===== src/rtl/stack_seq_ctrl_pkg.sv =====
// Shared definitions for the operand-stack sequencer: FSM encoding and default sizing.
package stack_seq_ctrl_pkg;

  typedef enum logic {
    ST_IDLE   = 1'b0,
    ST_REFILL = 1'b1
  } state_e;

  localparam int DEF_DATA_W = 8;
  localparam int DEF_DEPTH  = 16;

endpackage


===== src/rtl/stack_seq_ctrl_ram.sv =====
// Single-port stack RAM: synchronous write, synchronous read with one cycle of latency.
module stack_ram #(
  parameter int DATA_W = 8,
  parameter int WORDS  = 15,
  parameter int AW     = 4
) (
  input  logic              clk,
  input  logic              we_i,
  input  logic              re_i,
  input  logic [AW-1:0]     addr_i,
  input  logic [DATA_W-1:0] wdata_i,
  output logic [DATA_W-1:0] rdata_o
);

  logic [DATA_W-1:0] mem [WORDS];
  logic [DATA_W-1:0] rdata_q;

  always_ff @(posedge clk) begin
    if (we_i) begin
      mem[addr_i] <= wdata_i;
    end else if (re_i) begin
      rdata_q <= mem[addr_i];
    end
  end

  assign rdata_o = rdata_q;

endmodule


===== src/rtl/stack_seq_ctrl.sv =====
// Operand-stack sequencer: TOS held in a register, lower entries in stack_ram,
// one REFILL cycle after a pop that needs a RAM read.
module stack_seq_ctrl
  import stack_seq_ctrl_pkg::*;
#(
  parameter  int DATA_W = DEF_DATA_W,
  parameter  int DEPTH  = DEF_DEPTH,
  localparam int AW     = $clog2(DEPTH),
  localparam int CW     = AW + 1
) (
  input  logic              clk,
  input  logic              rst_n,
  input  logic              push_i,
  input  logic              pop_i,
  input  logic [DATA_W-1:0] push_data_i,
  input  logic              clr_err_i,
  output logic              ready_o,
  output logic [DATA_W-1:0] tos_data_o,
  output logic [CW-1:0]     count_o,
  output logic              empty_o,
  output logic              full_o,
  output logic              overflow_o,
  output logic              underflow_o,
  output state_e            state_o
);

  // Handshake: a request (push_i/pop_i) is taken on any rising edge where ready_o=1;
  // while ready_o=0 requests are ignored and the controller must hold them.

  state_e            state_q, state_d;
  logic [DATA_W-1:0] tos_q, tos_d;
  logic [CW-1:0]     count_q, count_d;
  logic              ovf_q, ovf_d, unf_q, unf_d;

  logic              idle, push_only, pop_only, replace, full, empty;
  logic              ram_we, ram_re;
  logic [CW-1:0]     cnt_m1, cnt_m2;
  logic [AW-1:0]     ram_addr;
  logic [DATA_W-1:0] ram_rdata;

  assign idle      = (state_q == ST_IDLE);
  assign push_only = push_i & ~pop_i;
  assign pop_only  = pop_i & ~push_i;
  assign replace   = push_i & pop_i;
  assign empty     = (count_q == '0);
  assign full      = (count_q == CW'(DEPTH));
  assign cnt_m1    = count_q - CW'(1);
  assign cnt_m2    = count_q - CW'(2);

  // The old TOS spills to the slot just below it; a pop reads the new TOS from one slot lower.
  assign ram_we    = idle & push_only & ~full & ~empty;
  assign ram_re    = idle & pop_only & (count_q >= CW'(2));
  assign ram_addr  = ram_we ? cnt_m1[AW-1:0] : cnt_m2[AW-1:0];

  stack_ram #(
    .DATA_W (DATA_W),
    .WORDS  (DEPTH - 1),
    .AW     (AW)
  ) u_ram (
    .clk     (clk),
    .we_i    (ram_we),
    .re_i    (ram_re),
    .addr_i  (ram_addr),
    .wdata_i (tos_q),
    .rdata_o (ram_rdata)
  );

  always_comb begin
    state_d = state_q;
    tos_d   = tos_q;
    count_d = count_q;
    ovf_d   = ovf_q & ~clr_err_i;
    unf_d   = unf_q & ~clr_err_i;
    if (state_q == ST_REFILL) begin
      tos_d   = ram_rdata;
      state_d = ST_IDLE;
    end else if (replace) begin
      tos_d = push_data_i;
      if (empty) count_d = CW'(1);
    end else if (push_only) begin
      if (full) begin
        ovf_d = 1'b1;
      end else begin
        tos_d   = push_data_i;
        count_d = count_q + CW'(1);
      end
    end else if (pop_only) begin
      if (empty) begin
        unf_d = 1'b1;
      end else if (count_q == CW'(1)) begin
        tos_d   = '0;
        count_d = '0;
      end else begin
        count_d = cnt_m1;
        state_d = ST_REFILL;
      end
    end
  end

  always_ff @(posedge clk or negedge rst_n) begin
    if (!rst_n) begin
      state_q <= ST_IDLE;
      tos_q   <= '0;
      count_q <= '0;
      ovf_q   <= 1'b0;
      unf_q   <= 1'b0;
    end else begin
      state_q <= state_d;
      tos_q   <= tos_d;
      count_q <= count_d;
      ovf_q   <= ovf_d;
      unf_q   <= unf_d;
    end
  end

  assign ready_o     = idle;
  assign tos_data_o  = tos_q;
  assign count_o     = count_q;
  assign empty_o     = empty;
  assign full_o      = full;
  assign overflow_o  = ovf_q;
  assign underflow_o = unf_q;
  assign state_o     = state_q;

endmodule


===== config.mk =====
export PLATFORM = sky130hd
export DESIGN_NAME = stack_seq_ctrl
export DESIGN_NICKNAME = d
export VERILOG_FILES = /design/src/rtl/stack_seq_ctrl_pkg.sv /design/src/rtl/stack_seq_ctrl_ram.sv /design/src/rtl/stack_seq_ctrl.sv
export SDC_FILE = /design/constraint.sdc
export NUM_CORES = 1
export LEC_CHECK = 0
export CORE_MARGIN = 5
export CORE_UTILIZATION = 45
export CTS_BUF_LIST = sky130_fd_sc_hd__clkbuf_4 sky130_fd_sc_hd__clkbuf_8
export CTS_CLUSTER_SIZE = 10
export DETAILED_ROUTE_END_ITERATION = 6
export GPL_ROUTABILITY_DRIVEN = 0
export SYNTH_ARGS = -nofsm -noshare
export SYNTH_HDL_FRONTEND = slang
export SYNTH_HIERARCHICAL = 1
export SYNTH_SLANG_ARGS = --single-unit

===== constraint.sdc =====
create_clock -name clk -period 9.5 [get_ports clk]
set_input_delay 1.425 -clock clk [delete_from_list [all_inputs] [get_ports clk]]
set_output_delay 1.425 -clock clk [all_outputs]
set_load 0.005 [all_outputs]

# Yosys cells after proc, flatten, opt, wreduce, memory -nomap -nowiden
# Memory sizes are Yosys's and may differ from the RTL's. A register that Yosys moved wholly into a read port is not among the register bits.
# Index checks and enable logic that the tools add are counted.
# word_totals
word_cells,73
regBits,16
input_bits,13
ram_bits,120
memories,1
# mem_list
name,words,width,rd,rd_clocked_by_memory_dff,wr,line_no,source
u_ram.mem,15,8,1,1,1,stack_seq_ctrl_ram.sv:15,logic [DATA_W-1:0] mem [WORDS];
# op_classes
reduce_logical,7
n_bitwise,17
n_mux,32
n_addsub,3
n_lt_le_gt_ge,1
eq_ne,7
# op_table
cell,n
8-bit 2-to-1 mux,7
5-bit 2-to-1 mux,7
1-bit 2-to-1 mux,17
1-bit bitwise AND,10
4-bit != test (second input constant),2
4-bit nonzero test,2
1-bit NOT,7
3-bit != test (second input constant),2
5-bit by 1-bit adder with 5-bit output (second input constant),1
5-bit by 1-bit equality test with 1-bit output (second input constant),1
5-bit equality test (second input constant),1
5-bit by 2-bit greater-or-equal comparator with 1-bit output (second input constant),1
5-bit logical NOT,1
5-bit AND reduction,1
5-bit by 1-bit subtractor with 5-bit output (second input constant),1
4-bit 2-to-1 mux,1
4-bit AND reduction,1
4-bit by 2-bit subtractor with 4-bit output (second input constant),1
3-bit nonzero test,1
2-bit by 1-bit != test with 1-bit output (second input constant),1
2-bit AND reduction,1

# Depth between registers and ports, before layout
# Gate-level depths: netlist (run 1).
# logic_depth
ltp_word,7
ltp_mapped,11
ltp_nobuf,9

# Modules after synthesis
# The synthesis (run 1) kept the hierarchy.
# modules_own_cells
module,cells_per_inst,instances,area_each_um2,seq_area_each_um2
stack_ram,231,1,4899.7,3843.7
stack_seq_ctrl,113,1,1149.9,400.4

# Least setup slack after synthesis (run 1)
# OpenSTA, ideal clock, no wires.
# synth_path
path_type,input -> register
startpoint,in push_i
endpoint,"mem u_ram.mem[12][0], enable pin"
path_stages,9
path_slack_ns,5.615
t_arrival_ns,3.502
required_time_ns,9.117
setup_time_ns,0.383
path_cell_list,buf_2 -> and2b_1 -> o311ai_2 -> o21ai_1 -> xnor2_1 -> and2_1 -> clkbuf_1 -> nand2_1 -> nor3_1
# synth_between
word_cells_on_any_way,7
# synth_lines
item,line_no,source
from (decl),stack_seq_ctrl.sv:13,"input logic push_i,"
1-bit bitwise AND,stack_seq_ctrl.sv:42,assign push_only = push_i & ~pop_i;
1-bit bitwise AND (3 in a row),stack_seq_ctrl.sv:51,assign ram_we = idle & push_only & ~full & ~empty;
4-bit 2-to-1 mux,stack_seq_ctrl.sv:53,assign ram_addr = ram_we ? cnt_m1[AW-1:0] : cnt_m2[AW-1:0];
named net ram_addr[3],stack_seq_ctrl.sv:38,logic [AW-1:0] ram_addr;
to (decl),stack_seq_ctrl_ram.sv:15,
# The timed path passes the listed nets, and every way through them passes these cells.

# Worst setup path after layout (run 1)
# layout_path
startpoint,in push_i
endpoint,"mem u_ram.mem[4][5], enable pin"
# The elaborated chain is that of the path after synthesis.

==> metrics, run 1 <==
IR Drop Worst-Case VDD 0.138 mV; vias per inst 5.71; wire length per cell 21.9 um; Crit Path Class in2reg; critical path endpoint category register; EDFF count, synth 128; vias in the first global route 3272; clock-pin slew reported for the worst setup and hold paths after clock tree synthesis 80 ps; commonest non-fill, non-tap cell in the layout sky130_fd_sc_hd__edfxtp_1; final antenna diode count 0; minimum setup slack after placement 4400 ps; Clk Tree Root Cell sky130_fd_sc_hd__clkbuf_8; result of the run completed; worst slew slack as a fraction of its limit 0.199; GRT Overall Usage 0.167; path depth of the worst reg2reg path 9; largest net degree at the start of global routing 48; Mapped Nets 365; Clock Tree Buf Depth 2; leading cell types in the layout, fill and taps excluded sky130_fd_sc_hd__edfxtp_1 (128), sky130_fd_sc_hd__clkdlybuf4s50_1 (31), sky130_fd_sc_hd__mux4_2 (21); arrival time of the worst setup path 4740 ps; Seq cells post-synth 144; proportion of layout cells with a drive suffix above 1 0.175; Final nets 403; transition time of the tightest slew-check pin 1190 ps; post-layout minimum cycle time 4690 ps; count of hold-fix buffers inserted at cts 0; synth warn 6; remaining design rule violation count 0; capturing element of the worst setup path u_ram/mem[4][5]; part of the Yosys area used for sequential elements 0.702; Clock Sinks 144; wirelength, routed 12500 um; reg-to-reg critical path endpoint u_ram/mem[4][5]; number of hold violations in the final report 0; count of antenna-violating nets left after detailed routing 0; crit path launch type input pin; top-level I/O count 32; final worst clock skew 10.7 ps; depth of the CTS H-tree 4; antenna violations before repair 0; number of setup violations in the final report 0; Hold Path Class reg2reg; number of detailed-route iterations in the first pass 5; number of placement rows 42; synthesized instance count 344; peak fanout along the critical path 10; syn_area_per_cell 17.6 um^2; Max Clk Rate 0.213 GHz; Cell Pwr Density 318 nW/um^2; total via count after detailed routing 3259; aggregate negative setup slack 0 ps; Worst EP required 9550 ps; RSZ-0062 raised after global routing no; iteration-0 DRC count of the detailed router 381; dominant synthesized flop cell sky130_fd_sc_hd__edfxtp_1; clock insertion delay at the later pin of the skew report 440 ps; beginning of the worst hold path overflow_o; global-route congestion overflow total 0; Num CTS Buffers 17; final std cells w/o fill 571; Synth cell types 51; number of buffers added on ports 31; Final Worst Setup Slack 4810 ps; CTS tree yes; Total Power 2.20 mW; die boundary height 126 um; Pleak 2.31 nW; Core Box Area 13200 um^2; asr flop ratio synth 0.111; DP Cell Count 539; total of cells resized after clock tree synthesis 0; final worst-path cycle share 0.494; Layout area overhead 14.0%; total die area 15900 um^2; horizontal die dimension 126 um; number of pins exceeding their max-slew limit in the final report 0; initial core utilization 0.459; worst setup path startpoint push_i; Setup Fix Bufs, Post-CTS 0; register-to-register setup slack 5310 ps; DPL Wire Length 8100 um; Layout fillers 1064; wire length of the first global-routing pass 19500 um; startpoint of the worst-slack reg-to-reg timing path count_o[1]; synthesized cell area 6050 um^2; max-cap violations 0
[critical path: stages]
cell and delay [ps]:
sky130_fd_sc_hd__clkdlybuf4s50_1 650, sky130_fd_sc_hd__and2b_1 290, sky130_fd_sc_hd__o311ai_2 280, sky130_fd_sc_hd__a21oi_1 390, sky130_fd_sc_hd__nor2b_1 560, sky130_fd_sc_hd__nand2_1 230, sky130_fd_sc_hd__nor3_1 920
[cell families after synthesis]
group,after synthesis,synth area share
flops,144,0.702
mux,35,0.110
simple gates,65,0.0614
compound gates,58,0.0776
buf+inv,30,0.0269
fa+ha+maj,8,0.0165
xor+xnor,4,0.00579
[per-stage QoR]
stage / cell area [um^2] / hold slack, ps / util
global route: 6900 / 573 / 0.523
CTS: 6900 / 541 / 0.523
global placement: 6530 / 518 / 0.495
floorplan: 6050 / 508 / -
finish: 6900 / 532 / 0.523
detailed placement: 6530 / 528 / 0.495
[sequential cells by signal (all words and copies together) (netlist names)]
signal         flops
count_o            5
overflow_o         1
state_o            1
tos_data_o         8
u_ram/mem        120
u_ram/rdata_o      8
underflow_o        1
[where the power goes]
| group | internal, mW | switching (mW) | leakage (nW) |
|---|---|---|---|
| Combinational | 0.378 | 0.427 | 0.768 |
| Clock | 0.234 | 0.216 | 0.181 |
| Sequential | 0.840 | 0.101 | 1.36 |
[Yosys cell counts, types with 2 or more instances]
| master | count | area (um^2) |
|---|---|---|
| sky130_fd_sc_hd__o21ai_1 | 3 | 15.0 |
| sky130_fd_sc_hd__mux2i_1 | 10 | 100 |
| sky130_fd_sc_hd__a211oi_1 | 2 | 15.0 |
| sky130_fd_sc_hd__dfrtp_1 | 16 | 400 |
| sky130_fd_sc_hd__buf_6 | 5 | 56.3 |
| sky130_fd_sc_hd__clkbuf_1 | 6 | 22.5 |
| sky130_fd_sc_hd__xnor2_1 | 3 | 26.3 |
| sky130_fd_sc_hd__nor2b_1 | 4 | 25.0 |
| sky130_fd_sc_hd__buf_2 | 4 | 20.0 |
| sky130_fd_sc_hd__inv_2 | 2 | 7.51 |
| sky130_fd_sc_hd__nor2_1 | 14 | 52.6 |
| sky130_fd_sc_hd__nor3_1 | 5 | 25.0 |
| sky130_fd_sc_hd__o22ai_1 | 2 | 12.5 |
| sky130_fd_sc_hd__a221o_1 | 16 | 160 |
| sky130_fd_sc_hd__nand2_1 | 14 | 52.6 |
| sky130_fd_sc_hd__a22o_1 | 8 | 70.1 |
| sky130_fd_sc_hd__buf_4 | 2 | 15.0 |
| sky130_fd_sc_hd__nand2b_1 | 6 | 37.5 |
| sky130_fd_sc_hd__ha_1 | 8 | 100 |
| sky130_fd_sc_hd__nand3_1 | 3 | 15.0 |
| sky130_fd_sc_hd__o21ai_0 | 10 | 50.1 |
| sky130_fd_sc_hd__and2_1 | 10 | 62.6 |
| sky130_fd_sc_hd__o22a_1 | 2 | 17.5 |
| sky130_fd_sc_hd__edfxtp_1 | 128 | 3840 |
| sky130_fd_sc_hd__inv_1 | 10 | 37.5 |
| sky130_fd_sc_hd__mux4_1 | 3 | 78.8 |
| sky130_fd_sc_hd__a21oi_1 | 4 | 20.0 |
| sky130_fd_sc_hd__mux4_2 | 21 | 473 |
[final cells by class]
| cell class | count | area [um^2] | area share |
|---|---|---|---|
| Tap cell | 176 | 220 | 0.0319 |
| Sequential cell | 144 | 4240 | 0.615 |
| Clock buffer | 19 | 249 | 0.0361 |
| Timing Repair Buffer | 37 | 355 | 0.0515 |
| Clock inverter | 13 | 121 | 0.0176 |
| Multi-Input combinational cell | 170 | 1660 | 0.241 |
| Inverter | 12 | 45.0 | 0.00653 |
[worst min-delay path by stage]
stage,end,slack (ps),cells past startpoint
after CTS,underflow_o,540,2
after floorplan,overflow_o,510,2
final,overflow_o,530,2
after global placement,overflow_o,520,2
after detailed placement,underflow_o,530,2
after global routing,overflow_o,570,2
[routing by layer]
metal / track usage / up-vias / part of all wire
li1: - / 1449 / -
met1: 0.241 / 1696 / 0.47
met2: 0.244 / 101 / 0.47
met3: 0.0411 / 13 / 0.051
met4: 0.0681 / 0 / 0.014
met5: 0 / - / 0
Note: power is estimated with default switching activity, not from simulation.
==> run 2, diff against run 1 <==
--- a/config.mk
+++ b/config.mk
@@ -11,6 +11,7 @@
 export CTS_CLUSTER_SIZE = 10
 export DETAILED_ROUTE_END_ITERATION = 6
 export GPL_ROUTABILITY_DRIVEN = 0
+export PLACE_DENSITY = 0.65
 export SYNTH_ARGS = -nofsm -noshare
 export SYNTH_HDL_FRONTEND = slang
 export SYNTH_HIERARCHICAL = 1
==> constraint.sdc (replaced) <==
create_clock -name clk -period 3.9 [get_ports clk]
set_input_delay 0.585 -clock clk [delete_from_list [all_inputs] [get_ports clk]]
set_output_delay 0.585 -clock clk [all_outputs]
set_load 0.005 [all_outputs]
==> run 2 against run 1 <==
Compared with the run above:
- total power up 150%
- largest cell class unchanged
- critical endpoint is now u_ram/rdata_o[3]
- sequential power up 140%
- highest routed layer unchanged
- design area up 2.3%
- first-iteration DRC count down 51%
- combinational power up 150%
- critical path depth up 1
- worst setup slack worse by 4400 ps
- non-clock buffer count up 18
- routed wire length down 9.5%
- global-route usage down 1.7 points
- die area unchanged
- register-to-register slack worse by 4900 ps
==> metrics, run 2 (synthesized netlist as in run 1, its figures left out) <==
Layout area overhead 16.6%; final worst clock skew 6.89 ps; register with the most flip-flops u_ram/mem; wire length per cell 19.3 um; number of setup violations in the final report 0; Num CTS Buffers 17; number of detailed-route iterations in the first pass 4; Layout fillers 1095; worst slew slack as a fraction of its limit 0.453; global-route congestion overflow total 0; initial core utilization 0.459; Clock Tree Buf Depth 2; critical path endpoint category register; Max Clk Rate 0.287 GHz; aggregate negative setup slack 0 ps; largest net degree at the start of global routing 40; clock-pin slew reported for the worst setup and hold paths after clock tree synthesis 70 ps; met1 Track Usage GR 0.188; depth of the CTS H-tree 4; ordered cell list for the critical path inv_1, ha_1, inv_1, o311ai_2, mux2i_4, buf_4, mux4_2, a221o_1; RSZ-0062 raised after global routing no; vias in the first global route 3432; GRT Overall Usage 0.149; count of hold-fix buffers inserted at cts 0; Hold Path Class reg2reg; arrival time of the worst setup path 3660 ps; final antenna diode count 0; post-layout minimum cycle time 3480 ps; Core Box Area 13200 um^2; final worst-path cycle share 0.893; IR Drop Worst-Case VDD 0.365 mV; proportion of layout cells with a drive suffix above 1 0.212; transition time of the tightest slew-check pin 803 ps; FF+latch area 4240 um^2; cell with the biggest individual delay on the critical path sky130_fd_sc_hd__mux2i_4; number of hold violations in the final report 0; remaining design rule violation count 0; count of antenna-violating nets left after detailed routing 0; DPL Wire Length 7860 um; CTS tree yes; leading cell types in the layout, fill and taps excluded sky130_fd_sc_hd__edfxtp_1 (128), sky130_fd_sc_hd__clkdlybuf4s50_1 (31), sky130_fd_sc_hd__buf_4 (23); commonest non-fill, non-tap cell in the layout sky130_fd_sc_hd__edfxtp_1; peak fanout along the critical path 21; total of cells resized after clock tree synthesis 0; vias per inst 5.48; iteration-0 DRC count of the detailed router 186; max FFs per register 120; wire length of the first global-routing pass 18400 um; Crit Path Class reg2reg; most used cell along the critical path sky130_fd_sc_hd__inv_1; result of the run completed; antenna violations before repair 0; layer with the highest usage after global routing met2; Cell Pwr Density 763 nW/um^2; Top Family by Delay on Critical Path multiplexers; Setup Fix Bufs, Post-CTS 0; number of placement rows 42; max-cap violations 0; Worst EP required 4080 ps; wirelength, routed 11300 um; number of pins exceeding their max-slew limit in the final report 0; number of buffers added on ports 31; Clock Sinks 144; total die area 15900 um^2; global routing usage on met2 0.251; DP Cell Count 557; clock insertion delay at the later pin of the skew report 430 ps; area of the multi-input gates 1660 um^2; Global Route met3 Usage 0.0398; total via count after detailed routing 3210; top-level I/O count 32; crit path buf inv count 3; final std cells w/o fill 586; Pleak 2.43 nW; horizontal die dimension 126 um; crit path launch type register; Final nets 421; max incr delay on CP 810 ps; Clk Tree Root Cell sky130_fd_sc_hd__clkbuf_8; die boundary height 126 um
run 2: metrics by stage:
| step | power (mW) | setup WS, ps | hold slack [ps] | utilization | area, um^2 |
|---|---|---|---|---|---|
| after floorplan | 3.65 | 715 | 289 | - | 6050 |
| after global placement | 4.26 | 292 | 507 | 0.506 | 6680 |
| after detailed placement | 4.30 | 273 | 532 | 0.506 | 6680 |
| after CTS | 5.45 | 385 | 543 | 0.535 | 7050 |
| after global routing | 5.71 | 205 | 567 | 0.535 | 7050 |
| final | 5.38 | 418 | 538 | 0.535 | 7050 |
run 2: report_power, final:
group          leakage [nW]  internal [mW]  switching, mW
combinational         0.866           1.01           1.00
sequential             1.36           2.04          0.191
clock                 0.197          0.616          0.519
run 2: path summary, 6_finish.rpt:
kind	start	end	slack (ps)	cells past startpoint
max	count_o[1]	u_ram/rdata_o[3]	420	8
min	underflow_o	underflow_o	540	2
max reg2reg	count_o[1]	u_ram/rdata_o[3]	420	8
min reg2reg	underflow_o	underflow_o	540	2
max in group asynchronous	rst_n	tos_data_o[7]	2820	1
min in group asynchronous	rst_n	count_o[1]	600	1
run 2: final cells by class:
class / instances / area share
flip-flops and latches: 144 / 0.602
multi-input cells: 170 / 0.236
repair buffers: 55 / 0.0713
clock buffers: 17 / 0.0332
well taps: 176 / 0.0312
clock inverters: 12 / 0.0206
inverters: 12 / 0.00639
run 2: worst register-to-register path, stage by stage (launching register included):
cell and delay [ps]:
sky130_fd_sc_hd__dfrtp_1 380, sky130_fd_sc_hd__inv_1 150, sky130_fd_sc_hd__ha_1 230, sky130_fd_sc_hd__inv_1 80
sky130_fd_sc_hd__o311ai_2 580, sky130_fd_sc_hd__mux2i_4 810, sky130_fd_sc_hd__buf_4 380, sky130_fd_sc_hd__mux4_2 320
sky130_fd_sc_hd__a221o_1 300
run 2: per-layer routing:
| layer | up-vias | part of all wire |
|---|---|---|
| met5 | - | 0 |
| li1 | 1482 | - |
| met1 | 1645 | 0.44 |
| met3 | 13 | 0.037 |
| met2 | 70 | 0.51 |
| met4 | 0 | 0.013 |
